### config.mk
export PLATFORM = sky130hd
export DESIGN_NAME = fifo_rr_wr_arbiter_ctrl
export DESIGN_NICKNAME = d
export VERILOG_FILES = /design/src/rtl/fifo_rr_wr_arbiter_ctrl.sv
export SDC_FILE = /design/constraint.sdc
export NUM_CORES = 1
export LEC_CHECK = 0
export CAP_MARGIN = 30
export CORE_UTILIZATION = 29
export CTS_CLUSTER_SIZE = 25
export DETAILED_ROUTE_END_ITERATION = 10
export GPL_ROUTABILITY_DRIVEN = 0
export PLACE_DENSITY = 0.77
export SETUP_SLACK_MARGIN = 0.05
export SLEW_MARGIN = 5
export SYNTH_ARGS = -nofsm -noshare
export SYNTH_HDL_FRONTEND = slang
export SYNTH_SLANG_ARGS = --single-unit
### constraint.sdc
create_clock -name clk -period 2.3 [get_ports clk]
set_input_delay 0.345 -clock clk [delete_from_list [all_inputs] [get_ports clk]]
set_output_delay 0.345 -clock clk [all_outputs]
set_load 0.01 [all_outputs]
### src/rtl/fifo_rr_wr_arbiter_ctrl.sv
// Round-robin write arbiter and occupancy tracker for a shared flagless FIFO.
// Grants one requester per cycle and issues reads only when data is present.
module fifo_rr_wr_arbiter_ctrl #(
    parameter int REQ_NUM     = 4,
    parameter int DATA_WIDTH  = 8,
    parameter int VALID_WIDTH = 1,
    parameter int DEPTH       = 8
) (
    input  logic                             clk,
    input  logic                             rst_n,
    input  logic                             i_en,
    input  logic [REQ_NUM-1:0]               i_req,
    input  logic [REQ_NUM*DATA_WIDTH-1:0]    i_data,
    input  logic [REQ_NUM*VALID_WIDTH-1:0]   i_valid,
    output logic [REQ_NUM-1:0]               o_gnt,
    input  logic                             i_rd_req,
    output logic                             o_rd_ack,
    output logic                             o_fifo_en,
    output logic                             o_fifo_wr,
    output logic                             o_fifo_rd,
    output logic [DATA_WIDTH-1:0]            o_fifo_data,
    output logic [VALID_WIDTH-1:0]           o_fifo_valid,
    output logic [$clog2(DEPTH+1)-1:0]       o_count,
    output logic                             o_full,
    output logic                             o_empty
);

    localparam int CW = $clog2(DEPTH + 1);
    localparam int PW = (REQ_NUM > 1) ? $clog2(REQ_NUM) : 1;

    logic [CW-1:0]          count_reg, count_next;
    logic [PW-1:0]          rr_ptr_reg, rr_ptr_next;
    logic [PW-1:0]          sel_idx;
    logic [PW:0]            scan_idx;
    logic                   full, empty, wr_ok, rd_ok;
    logic [DATA_WIDTH-1:0]  data_arr  [REQ_NUM];
    logic [VALID_WIDTH-1:0] valid_arr [REQ_NUM];

    assign full  = (count_reg == CW'(DEPTH));
    assign empty = (count_reg == '0);

    // Held in reset, nothing may be granted or read even if requests are present.
    assign wr_ok = rst_n & i_en & ~full & (|i_req);
    assign rd_ok = rst_n & i_en & i_rd_req & ~empty;

    generate
        for (genvar gi = 0; gi < REQ_NUM; gi++) begin : g_req
            assign data_arr[gi]  = i_data[gi*DATA_WIDTH +: DATA_WIDTH];
            assign valid_arr[gi] = i_valid[gi*VALID_WIDTH +: VALID_WIDTH];
            assign o_gnt[gi]     = wr_ok & (sel_idx == PW'(gi));
        end
    endgenerate

    // Scan from the farthest offset down so the requester nearest rr_ptr wins.
    always_comb begin
        sel_idx  = '0;
        scan_idx = '0;
        for (int i = REQ_NUM - 1; i >= 0; i--) begin
            scan_idx = {1'b0, rr_ptr_reg} + (PW+1)'(i);
            if (scan_idx >= (PW+1)'(REQ_NUM))
                scan_idx = scan_idx - (PW+1)'(REQ_NUM);
            if (i_req[scan_idx[PW-1:0]])
                sel_idx = scan_idx[PW-1:0];
        end
    end

    always_comb begin
        rr_ptr_next = rr_ptr_reg;
        count_next  = count_reg;
        if (wr_ok)
            rr_ptr_next = (sel_idx == PW'(REQ_NUM - 1)) ? '0 : sel_idx + 1'b1;
        case ({wr_ok, rd_ok})
            2'b10:   count_next = count_reg + 1'b1;
            2'b01:   count_next = count_reg - 1'b1;
            default: count_next = count_reg;
        endcase
    end

    always_ff @(posedge clk or negedge rst_n) begin
        if (!rst_n) begin
            count_reg  <= '0;
            rr_ptr_reg <= '0;
        end else begin
            count_reg  <= count_next;
            rr_ptr_reg <= rr_ptr_next;
        end
    end

    assign o_fifo_en    = i_en;
    assign o_fifo_wr    = wr_ok;
    assign o_fifo_rd    = rd_ok;
    assign o_rd_ack     = rd_ok;
    assign o_fifo_data  = wr_ok ? data_arr[sel_idx]  : '0;
    assign o_fifo_valid = wr_ok ? valid_arr[sel_idx] : '0;
    assign o_count      = count_reg;
    assign o_full       = full;
    assign o_empty      = empty;

endmodule
==> metrics.md <==
| Metric | Value |
|---|---|
| Status | finished with violations |
| Required time of the critical path | between 1.5 and 2 ns |
| Tcrit/Tclk final | 100% |
| Maximum capacitance violations | 0 |
| Final hold violation count | 0 |
| Hold Buf Count CTS | 0 |
| Sink Count | 6 |
| Crit path DAT | 1.96 ns |
| Lkg Pwr | a little over 0.8 nW |
| Max H-tree Level | 1 |
| Final wirelength | between 3 and 4 mm |
| Via count of the first global-routing pass | approximately 1100 |
| Critical Path Source Type | flop |
| GRT Residual Overflow | 0 |
| Ant. Diodes | 0 |
| Starting Density | about 31% |
| Initial antenna violation count | 0 |
| #FFs+latches synth | 6 |
| Root buf cell | clkbuf_4 |
| Unrepaired setup endpoints after global routing | yes |
| Global-route wire length before repair | between 4 and 5 mm |
| Crit path to | o_fifo_data[5] |
| Failing checks | negative setup slack |
| R2R depth | 12 |
| Max Slew Vio Count | 0 |
| Layout overhead on the synthesized area | 123% |
| Detailed route wirelength on metal2 | roughly 1.6 mm |
| Crit path from | rr_ptr_reg[1]$_DFFE_PN0P_ |
| Post-synth top area cell | mux2i_1 |
| Core footprint | 0.00254 mm² |
| Register area share after synthesis | 18.8% |
| P per Cell Area | 824 mW/mm² |
| Inst Count DP | just under 200 |
| DR DRC count | 0 |
| Clock slew at reported path FFs | ~0.05 ns |
| TritonCTS clock tree | yes |
| Synthesized Nets | about 140 |
| Maximum number of pins on one net before global-route repair | 12 |
| Hold Slack | approximately 0.16 ns |
| Final Non-Filler Cells | 208 |
| Top-count cell post-synth | mux2i_1 |
| Num rows | 18 |
| Global Route Usage Sum | roughly 22% |
| DR iter-0 viols | 17 |
| Crit path capture type | primary output |
| Avg Inst Size Synth | 8.96 µm² |
| Dpl hpwl | 2.44 mm |
| Vias per cell | 5.06 |
| Share of the synthesized area in the top cell type | between 20% and 30% |
| Clock Tree Buf Depth | 2 |
| FF-to-FF End | o_count[3]$_DFFE_PN0P_ |
| Netlist cell types | 28 |
| Post-route ant nets | 0 |
| DRT Pass-1 Iters | 4 |
| Worst hold path type | input pin to asynchronous set/reset pin |
| F_max | 0.434 GHz |
| Crit path kind | flop to primary output |
| FF-to-FF setup slack | 0.06 ns |
| Routed wl met3 | 366 µm |
| Via Count | 1052 |
| Final setup vio count | 1 |
| Synth Flop Type | dfrtp_1 |
| Synth top cells by count | 19 x mux2i_1, 9 x o22ai_1, 7 x ha_1 |
| Share of layout cells above drive strength 1 | 34.3% |
| Clk_lat worst skew | 0.24 ns |
| Clock period minus worst slack | between 2 and 2.5 ns |
| Chip Height | 54.4 µm |
| I/O Buffers | 66 |
| Setup TNS | -0.00154 ns |
| Reg-to-Reg Start | o_count[2]$_DFFE_PN0P_ |
| Fin nets | 232 |
| Slew Limit Headroom | 78.7% |
| # IOs | 67 |
| Clock Skews | slightly below 0.005 ns |
| Maximum VDD drop | about 660 µV |
| Post-synth EDFFs | 0 |
| Wire length per cell | between 15 and 20 µm |
| Met1 wire length | ~1.1 mm |
| Worst setup margin | -0.00154 ns |
| Die outline width | 54.4 µm |
| Top cells by area, synth | mux2i_1 24%, dfrtp_1 19%, ha_1 11%, o22ai_1 7.1%, and2_1 3.1% |
| Finished Core Util | between 60 and 70% |
| Gate Count Post-Synth | 89 |
| Max reg flops | 4 |
| Highest metal used | met4 |
| Worst Path Max Fanout | 6 |
| Worst-margin pin slew | ~0.32 ns |
| Cell Area, Synth | 797 µm² |
| Synth Warn # | 0 |
| CTS Buf Count | 3 |
| Post-synth ARST share | 100% |
| Die area | 0.00296 mm² |
## critical path, stage by stage (launching register included)
cell and delay, ns:
dfrtp_2 0.44, mux2i_2 0.18, a211oi_4 0.30, buf_12 0.16
buf_8 0.12, mux2i_1 0.23, o22ai_1 0.12, buf_2 0.16
## metal layers
metal	GRT usage, %	up-vias
met5	0	-
met4	6.84	0
met3	4.17	6
met2	46.1	58
met1	21.1	485
li1	-	503
## cell type report
type	count	area [µm²]
inverter	6	25.0
timing repair buffer	91	838
sequential	6	154
clock buffer	3	22.5
tap	30	37.5
multi-input combinational	72	697
fill	207	771
## power by group
group	internal (mW)	leakage (nW)	switching, mW
clock network	0.0589	0.0138	0.0362
logic	0.654	0.750	0.475
registers	0.164	0.0680	0.0742
## stage by stage
step,power [mW],setup WS [ns],area [µm²]
global route,1.58,-0.115,1770
floorplan,0.746,0.0558,858
global placement,1.17,-0.446,1640
CTS,1.41,0.0178,1740
detailed placement,1.20,-0.548,1640
finish,1.46,-0.00154,1770
## cells in the final DEF (no fill, tap or decap), drive strengths merged
cell type      instances
nor4b                  1
a211oi                 2
nor2b                  1
inv                    6
ha                     7
clkdlybuf4s50         45
o21ai                  2
xnor2                  2
nor3b                  2
mux2                   1
mux2i                 19
buf                   34
and2                   4
dlygate4sd2           10
a211o                  1
nor2                   5
nor4                   1
nand2b                 2
nand2                  6
clkdlybuf4s15          1
o22ai                  9
xor2                   2
dfrtp                  6
fa                     1
a21oi                  3
clkbuf                 4
a21o                   1
## kinds of logic after synthesis
family	after synthesis	share of synthesized area, %
compound gates	18	14.8
xor+xnor	4	4.40
fa+ha+maj	8	13.5
buf+inv	11	8.16
flops	6	18.8
mux	20	25.3
simple gates	22	15.1
## worst min path at each step
stage                           startpoint  cells after the start                     end  slack, ns
global route                         rst_n                      2  o_count[2]$_DFFE_PN0P_       0.18
floorplan                            rst_n                      0  o_count[0]$_DFFE_PN0P_       0.05
detailed placement  o_count[3]$_DFFE_PN0P_                      2  o_count[3]$_DFFE_PN0P_       0.58
global placement    o_count[3]$_DFFE_PN0P_                      2  o_count[3]$_DFFE_PN0P_       0.58
CTS                                  rst_n                      2  o_count[2]$_DFFE_PN0P_       0.16
finish                               rst_n                      2  o_count[2]$_DFFE_PN0P_       0.16
## what timing repair did
item,CTS,global route
endpoints found under the setup margin,17,14
gates resized for setup,66,6
cloned,1,0
pin swaps,7,9
buffers inserted,7,3
No activity file was read; power rests on OpenSTA's default activity.
